[src/rtl/nx_node_router.sv]
// nx_node_router: 5-source round-robin mesh node router with four outbound FIFOs and a local deliver register.
// Define NX_ROUTER_STATS_EN to add per-destination saturating message counters.
module nx_node_router #(
    parameter int MSG_W      = 31,
    parameter int ROW_W      = 4,
    parameter int COL_W      = 4,
    parameter int FIFO_DEPTH = 2
) (
    input  logic                         i_clk,
    input  logic                         i_rst,
    input  logic [ROW_W+COL_W-1:0]       i_node_id,
    input  logic                         i_idle,
    output logic                         o_idle,
    input  logic [3:0][MSG_W-1:0]        i_inbound_data,
    input  logic [3:0]                   i_inbound_valid,
    output logic [3:0]                   o_inbound_ready,
    input  logic [MSG_W-1:0]             i_inject_data,
    input  logic                         i_inject_valid,
    output logic                         o_inject_ready,
    output logic [3:0][MSG_W-1:0]        o_outbound_data,
    output logic [3:0]                   o_outbound_valid,
    input  logic [3:0]                   i_outbound_ready,
    input  logic [3:0]                   i_outbound_present,
    output logic [MSG_W-1:0]             o_deliver_data,
    output logic                         o_deliver_valid,
    input  logic                         i_deliver_ready
`ifdef NX_ROUTER_STATS_EN
    ,
    input  logic                         i_stat_clear,
    output logic [4:0][15:0]             o_stat_count
`endif
);

    localparam int AW = (FIFO_DEPTH > 1) ? $clog2(FIFO_DEPTH) : 1;
    localparam int CW = AW + 1;

    // Destination codes: 0..3 = N/E/S/W outbound, 4 = local deliver.
    function automatic logic [2:0] route_dest(
        input logic [MSG_W-1:0]       d,
        input logic [ROW_W+COL_W-1:0] own,
        input logic [3:0]             pres
    );
        logic [ROW_W-1:0] row, own_row;
        logic [COL_W-1:0] col, own_col;
        row     = d[MSG_W-1 -: ROW_W];
        col     = d[MSG_W-ROW_W-1 -: COL_W];
        own_row = own[ROW_W+COL_W-1 -: ROW_W];
        own_col = own[COL_W-1:0];
        if (row < own_row)      route_dest = pres[0] ? 3'd0 : 3'd1;
        else if (row > own_row) route_dest = pres[2] ? 3'd2 : 3'd3;
        else if (col < own_col) route_dest = pres[3] ? 3'd3 : 3'd0;
        else if (col > own_col) route_dest = pres[1] ? 3'd1 : 3'd2;
        else                    route_dest = 3'd4;
    endfunction

    logic [4:0][MSG_W-1:0] src_data;
    logic [4:0]            src_valid;
    logic [4:0][2:0]       src_dest;
    logic [4:0]            dest_ok;
    logic [4:0]            eligible;
    logic [4:0]            push;
    logic [3:0]            pop;
    logic [3:0]            fifo_empty;

    logic                  grant_valid;
    logic [2:0]            grant_idx;
    logic [2:0]            grant_dest;
    logic [MSG_W-1:0]      grant_data;
    logic [4:0]            grant_onehot;
    logic [3:0]            cand;

    logic [2:0]            ptr_q, ptr_d;
    logic                  dlv_valid_q, dlv_valid_d;
    logic [MSG_W-1:0]      dlv_data_q, dlv_data_d;
    logic                  idle_q, idle_d;

    assign src_data  = {i_inject_data, i_inbound_data};
    assign src_valid = {i_inject_valid, i_inbound_valid};

    genvar gi;
    generate
        for (gi = 0; gi < 5; gi++) begin : g_src
            assign src_dest[gi] = route_dest(src_data[gi], i_node_id, i_outbound_present);
            assign eligible[gi] = !i_rst && src_valid[gi] && dest_ok[src_dest[gi]];
            assign push[gi]     = grant_valid && (grant_dest == 3'(gi));
        end
    endgenerate

    // Scan the five sources starting at the pointer; first eligible wins.
    always_comb begin
        grant_valid = 1'b0;
        grant_idx   = '0;
        cand        = '0;
        for (int k = 0; k < 5; k++) begin
            cand = {1'b0, ptr_q} + 4'(k);
            if (cand >= 4'd5) cand = cand - 4'd5;
            if (!grant_valid && eligible[cand[2:0]]) begin
                grant_valid = 1'b1;
                grant_idx   = cand[2:0];
            end
        end
        grant_dest   = src_dest[grant_idx];
        grant_data   = src_data[grant_idx];
        grant_onehot = grant_valid ? (5'b00001 << grant_idx) : 5'b00000;
        ptr_d        = ptr_q;
        if (grant_valid) ptr_d = (grant_idx == 3'd4) ? 3'd0 : grant_idx + 3'd1;
    end

    assign o_inbound_ready = grant_onehot[3:0];
    assign o_inject_ready  = grant_onehot[4];

    generate
        for (gi = 0; gi < 4; gi++) begin : g_fifo
            logic [MSG_W-1:0] mem [FIFO_DEPTH];
            logic [AW-1:0]    wr_q, wr_d, rd_q, rd_d;
            logic [CW-1:0]    cnt_q, cnt_d;

            always_comb begin
                wr_d  = wr_q;
                rd_d  = rd_q;
                if (push[gi]) wr_d = wr_q + AW'(1);
                if (pop[gi])  rd_d = rd_q + AW'(1);
                cnt_d = cnt_q + CW'(push[gi]) - CW'(pop[gi]);
            end

            always_ff @(posedge i_clk or posedge i_rst) begin
                if (i_rst) begin
                    wr_q  <= '0;
                    rd_q  <= '0;
                    cnt_q <= '0;
                end else begin
                    wr_q  <= wr_d;
                    rd_q  <= rd_d;
                    cnt_q <= cnt_d;
                end
            end

            // Storage needs no reset: occupancy alone decides what is visible.
            always_ff @(posedge i_clk) begin
                if (push[gi]) mem[wr_q] <= grant_data;
            end

            assign o_outbound_valid[gi] = (cnt_q != '0);
            assign o_outbound_data[gi]  = mem[rd_q];
            assign pop[gi]              = o_outbound_valid[gi] && i_outbound_ready[gi];
            assign dest_ok[gi]          = (cnt_q != CW'(FIFO_DEPTH)) || pop[gi];
            assign fifo_empty[gi]       = (cnt_q == '0);
        end
    endgenerate

    assign dest_ok[4] = !dlv_valid_q || i_deliver_ready;

    always_comb begin
        dlv_valid_d = dlv_valid_q;
        dlv_data_d  = dlv_data_q;
        if (push[4]) begin
            dlv_valid_d = 1'b1;
            dlv_data_d  = grant_data;
        end else if (i_deliver_ready) begin
            dlv_valid_d = 1'b0;
        end
        idle_d = (&fifo_empty) && !dlv_valid_q && !(|i_inbound_valid) && !i_inject_valid;
    end

    always_ff @(posedge i_clk or posedge i_rst) begin
        if (i_rst) begin
            ptr_q       <= '0;
            dlv_valid_q <= 1'b0;
            dlv_data_q  <= '0;
            idle_q      <= 1'b0;
        end else begin
            ptr_q       <= ptr_d;
            dlv_valid_q <= dlv_valid_d;
            dlv_data_q  <= dlv_data_d;
            idle_q      <= idle_d;
        end
    end

    assign o_deliver_valid = dlv_valid_q;
    assign o_deliver_data  = dlv_data_q;
    assign o_idle          = idle_q && i_idle;

`ifdef NX_ROUTER_STATS_EN
    generate
        for (gi = 0; gi < 5; gi++) begin : g_stat
            logic [15:0] cnt_q, cnt_d;

            // Clear takes priority over a same-cycle increment.
            always_comb begin
                cnt_d = cnt_q;
                if (i_stat_clear)                     cnt_d = '0;
                else if (push[gi] && cnt_q != 16'hFFFF) cnt_d = cnt_q + 16'd1;
            end

            always_ff @(posedge i_clk or posedge i_rst) begin
                if (i_rst) cnt_q <= '0;
                else       cnt_q <= cnt_d;
            end

            assign o_stat_count[gi] = cnt_q;
        end
    endgenerate
`endif

endmodule

[config.mk]
export PLATFORM = sky130hd
export DESIGN_NAME = nx_node_router
export DESIGN_NICKNAME = d
export VERILOG_FILES = /design/src/rtl/nx_node_router.sv
export SDC_FILE = /design/constraint.sdc
export NUM_CORES = 1
export LEC_CHECK = 0
export ABC_AREA = 1
export BUFFER_PORTS_ARGS = -buffer_cell sky130_fd_sc_hd__buf_2
export CAP_MARGIN = 0
export CORE_ASPECT_RATIO = 1.1
export CORE_UTILIZATION = 50
export CTS_CLUSTER_DIAMETER = 100
export CTS_CLUSTER_SIZE = 16
export DETAILED_ROUTE_END_ITERATION = 16
export MAX_ROUTING_LAYER = met4
export PLACE_DENSITY = 0.76
export SETUP_SLACK_MARGIN = 0.05
export SLEW_MARGIN = 10
export SYNTH_ARGS = -nofsm -noshare
export SYNTH_HDL_FRONTEND = slang
export SYNTH_SLANG_ARGS = --single-unit
[constraint.sdc]
create_clock -name i_clk -period 5.72 [get_ports i_clk]
set_input_delay 1.43 -clock i_clk [delete_from_list [all_inputs] [get_ports i_clk]]
set_output_delay 1.43 -clock i_clk [all_outputs]
set_load 0.1 [all_outputs]
==> run summary <==
Status: finished, violations left
Failing checks: setup timing
All-layer global routing usage: 0.318
Number of global-route vias before repair: 13,580
CTS Sinks: 300
Crit path DAT: 4.60 ns
Final Max Slew Viols: 0
Leading cell type in the layout, fill and taps excluded: nand2_1
Clk slew on worst S/H paths: 0.08 ns
Htree depth: 1
Max Clock Skew: 0.0174 ns
Avg Cell Area, Syn: 8.97 µm²
GPL Wtd Cong: 0.984
Post-Place Setup Slack: -0.451 ns
Starting Density: 0.510
Number of vias per cell: 5.35
Setup TNS Final: -1.36 ns
Sequential Area: 8750 µm²
Root buffer cell: clkbuf_16
Largest net degree at the start of global routing: 52
Synthesis-to-layout area growth: 35.6%
Worst setup margin: -0.311 ns
Synth Net Count: 1,981
Register-to-register setup slack: 0.65 ns
Die Width: 170 µm
Fill count: 2,388
Synth Register Bits: 300
Post-Synthesis Cells: 1,739
Row count: 67
Most used cell, CP: nand2_4
Slew margin rel.: 0.239
First-pass GRT wire length: 74,600 µm
Post-layout min period: 6.03 ns
Dominant synthesized flop cell: edfxtp_1
# nets final: 2,452
Worst-path maximum fanout: 5
Critical Path Max Stage Delay: 0.21 ns
Total core area: 30,600 µm²
Vias: 14,158
CTS tree: built
Warnings from Yosys: 0
Maximum achievable frequency: 166 MHz
Number of buffers created by CTS: 22
Antenna violations before repair: 5
Worst-Skew Late Latency: 0.52 ns
WL per Instance: 19.1 µm
Post-Syn Area: 15,600 µm²
Worst setup EP type: primary output
Final setup viols: 5
# hold bufs at CTS: 0
Req. time, crit path: 4.29 ns
Port Buffer Count: 345
Vert. Die Dim: 187 µm
Post-synth EDFFs: 248
Max Buffers Root-to-Sink: 3
Max-cap violation count: 0
Worst-Margin Slew: 1.14 ns
Routed WL: 50,500 µm
Drt pass-1 iters: 5
Most frequent cells in the layout: 724 x nand2_1, 330 x buf_2, 248 x edfxtp_1
Sequential element share of the synthesized area: 0.561
Die area: 31,900 µm²
GRT overflow: 0
Library cells used by synthesis: 41
Initial drt markers: 1,203
CP max-delay cell: ha_4
Routed Antenna Nets: 0
Drc violations: 0
Ports: 346
Post-synth ARST share: 0.173
Hpwl dp: 37,000 µm
Final hold vios: 0
Nature of the critical path startpoint: input port
Multi-input logic area: 7090 µm²
Hold Crit Class: reg -> reg
Unrepaired setup endpoints after global routing: yes
Period utilization: 1.05
Crit Path Category: in -> out
Layout cells sized above 1: 0.348
==> metal layers <==
layer  vias to the layer above  part of all wire  wire, µm  GRT usage
met1                      6773              0.40     20300      0.404
met4                         0             0.028      1390     0.0939
met2                       630              0.51     25700      0.546
li1                       6654                 -         -          -
met3                       101             0.062      3110     0.0220
met5                         -                 0         0          -
==> worst max-delay path, delay by kind of cell <==
family | cells | cell delay [ns]
buf+inv | 8 | 0.72
simple gates | 18 | 1.80
compound gates | 1 | 0.13
fa+ha+maj | 3 | 0.50
==> worst paths after layout <==
path | from | end | cells past startpoint
max in group asynchronous | i_rst | o_deliver_data[23] | 3
worst max-delay path | i_node_id[5] | o_inbound_ready[3] | 30
worst min-delay path | o_deliver_data[7] | o_deliver_data[7] | 2
worst min register to register | o_deliver_data[7] | o_deliver_data[7] | 2
worst max register to register | ptr_q[0] | g_fifo[0].mem[1][18] | 29
min in group asynchronous | i_rst | o_deliver_valid | 2
==> metrics by stage <==
stage / hold slack [ns] / area [µm²] / instances / utilization
floorplan: 0.442 / 16100 / 1739 / -
global placement: 0.451 / 19400 / 2568 / 0.635
detailed placement: 0.453 / 19400 / 2568 / 0.635
CTS: 0.473 / 20700 / 2630 / 0.678
global route: 0.496 / 21200 / 2645 / 0.691
finish: 0.471 / 21200 / 2645 / 0.691
==> state kept, by name, indices dropped and copies added (netlist names) <==
signal	flops
o_deliver_valid	1
g_fifo.rd_q	4
g_fifo.wr_q	4
g_fifo.mem	248
idle_q	1
g_fifo.cnt_q	8
ptr_q	3
o_deliver_data	31
==> timing repair <==
item                                   in CTS  in global routing
buffers inserted                           22                  9
cloned                                      0                  1
pin swaps                                  67                 69
setup endpoints to repair                   5                 36
endpoints found under the hold margin       0                  0
resized for setup                         111                 69
==> synth_stat cells (5+ instances only) <==
library cell / instances / share of area
o211ai_1: 7 / 0.0034
nand4_1: 10 / 0.0040
nand3_2: 5 / 0.0032
inv_1: 113 / 0.027
xnor2_1: 9 / 0.0051
buf_2: 16 / 0.0051
nor4_1: 5 / 0.0020
inv_2: 18 / 0.0043
edfxtp_1: 248 / 0.48
nand2_2: 12 / 0.0048
nand2_1: 779 / 0.19
nor2_1: 48 / 0.012
nand3_1: 213 / 0.068
clkbuf_1: 33 / 0.0079
buf_4: 11 / 0.0053
buf_6: 7 / 0.0051
nor2_4: 5 / 0.0036
o21ai_0: 10 / 0.0032
a21oi_1: 23 / 0.0074
xor2_1: 9 / 0.0051
dfrtp_1: 52 / 0.083
ha_1: 61 / 0.049
o21ai_1: 9 / 0.0029
==> cells by family after synthesis <==
group                    Yosys count  share of synthesized area
AND/OR/NAND/NOR                 1096                      0.298
flip-flops                       300                      0.561
buffers and inverters            201                     0.0558
AO/OA/AOI/OAI                     62                     0.0246
adder cells (fa/ha/maj)           62                     0.0502
XOR/XNOR                          18                     0.0101
==> cell type report <==
type / count / share of cell area
flip-flops and latches: 300 / 0.414
multi-input cells: 1239 / 0.335
repair buffers: 513 / 0.167
clock buffers: 39 / 0.0301
inverters: 134 / 0.0279
well taps: 414 / 0.0245
clock inverters: 1 / 0.00142
diodes: 5 / 0.000592
Power is left out: the tool's default activity adds up to more than one toggle a clock period on the data nets, which glitch-free logic cannot reach.
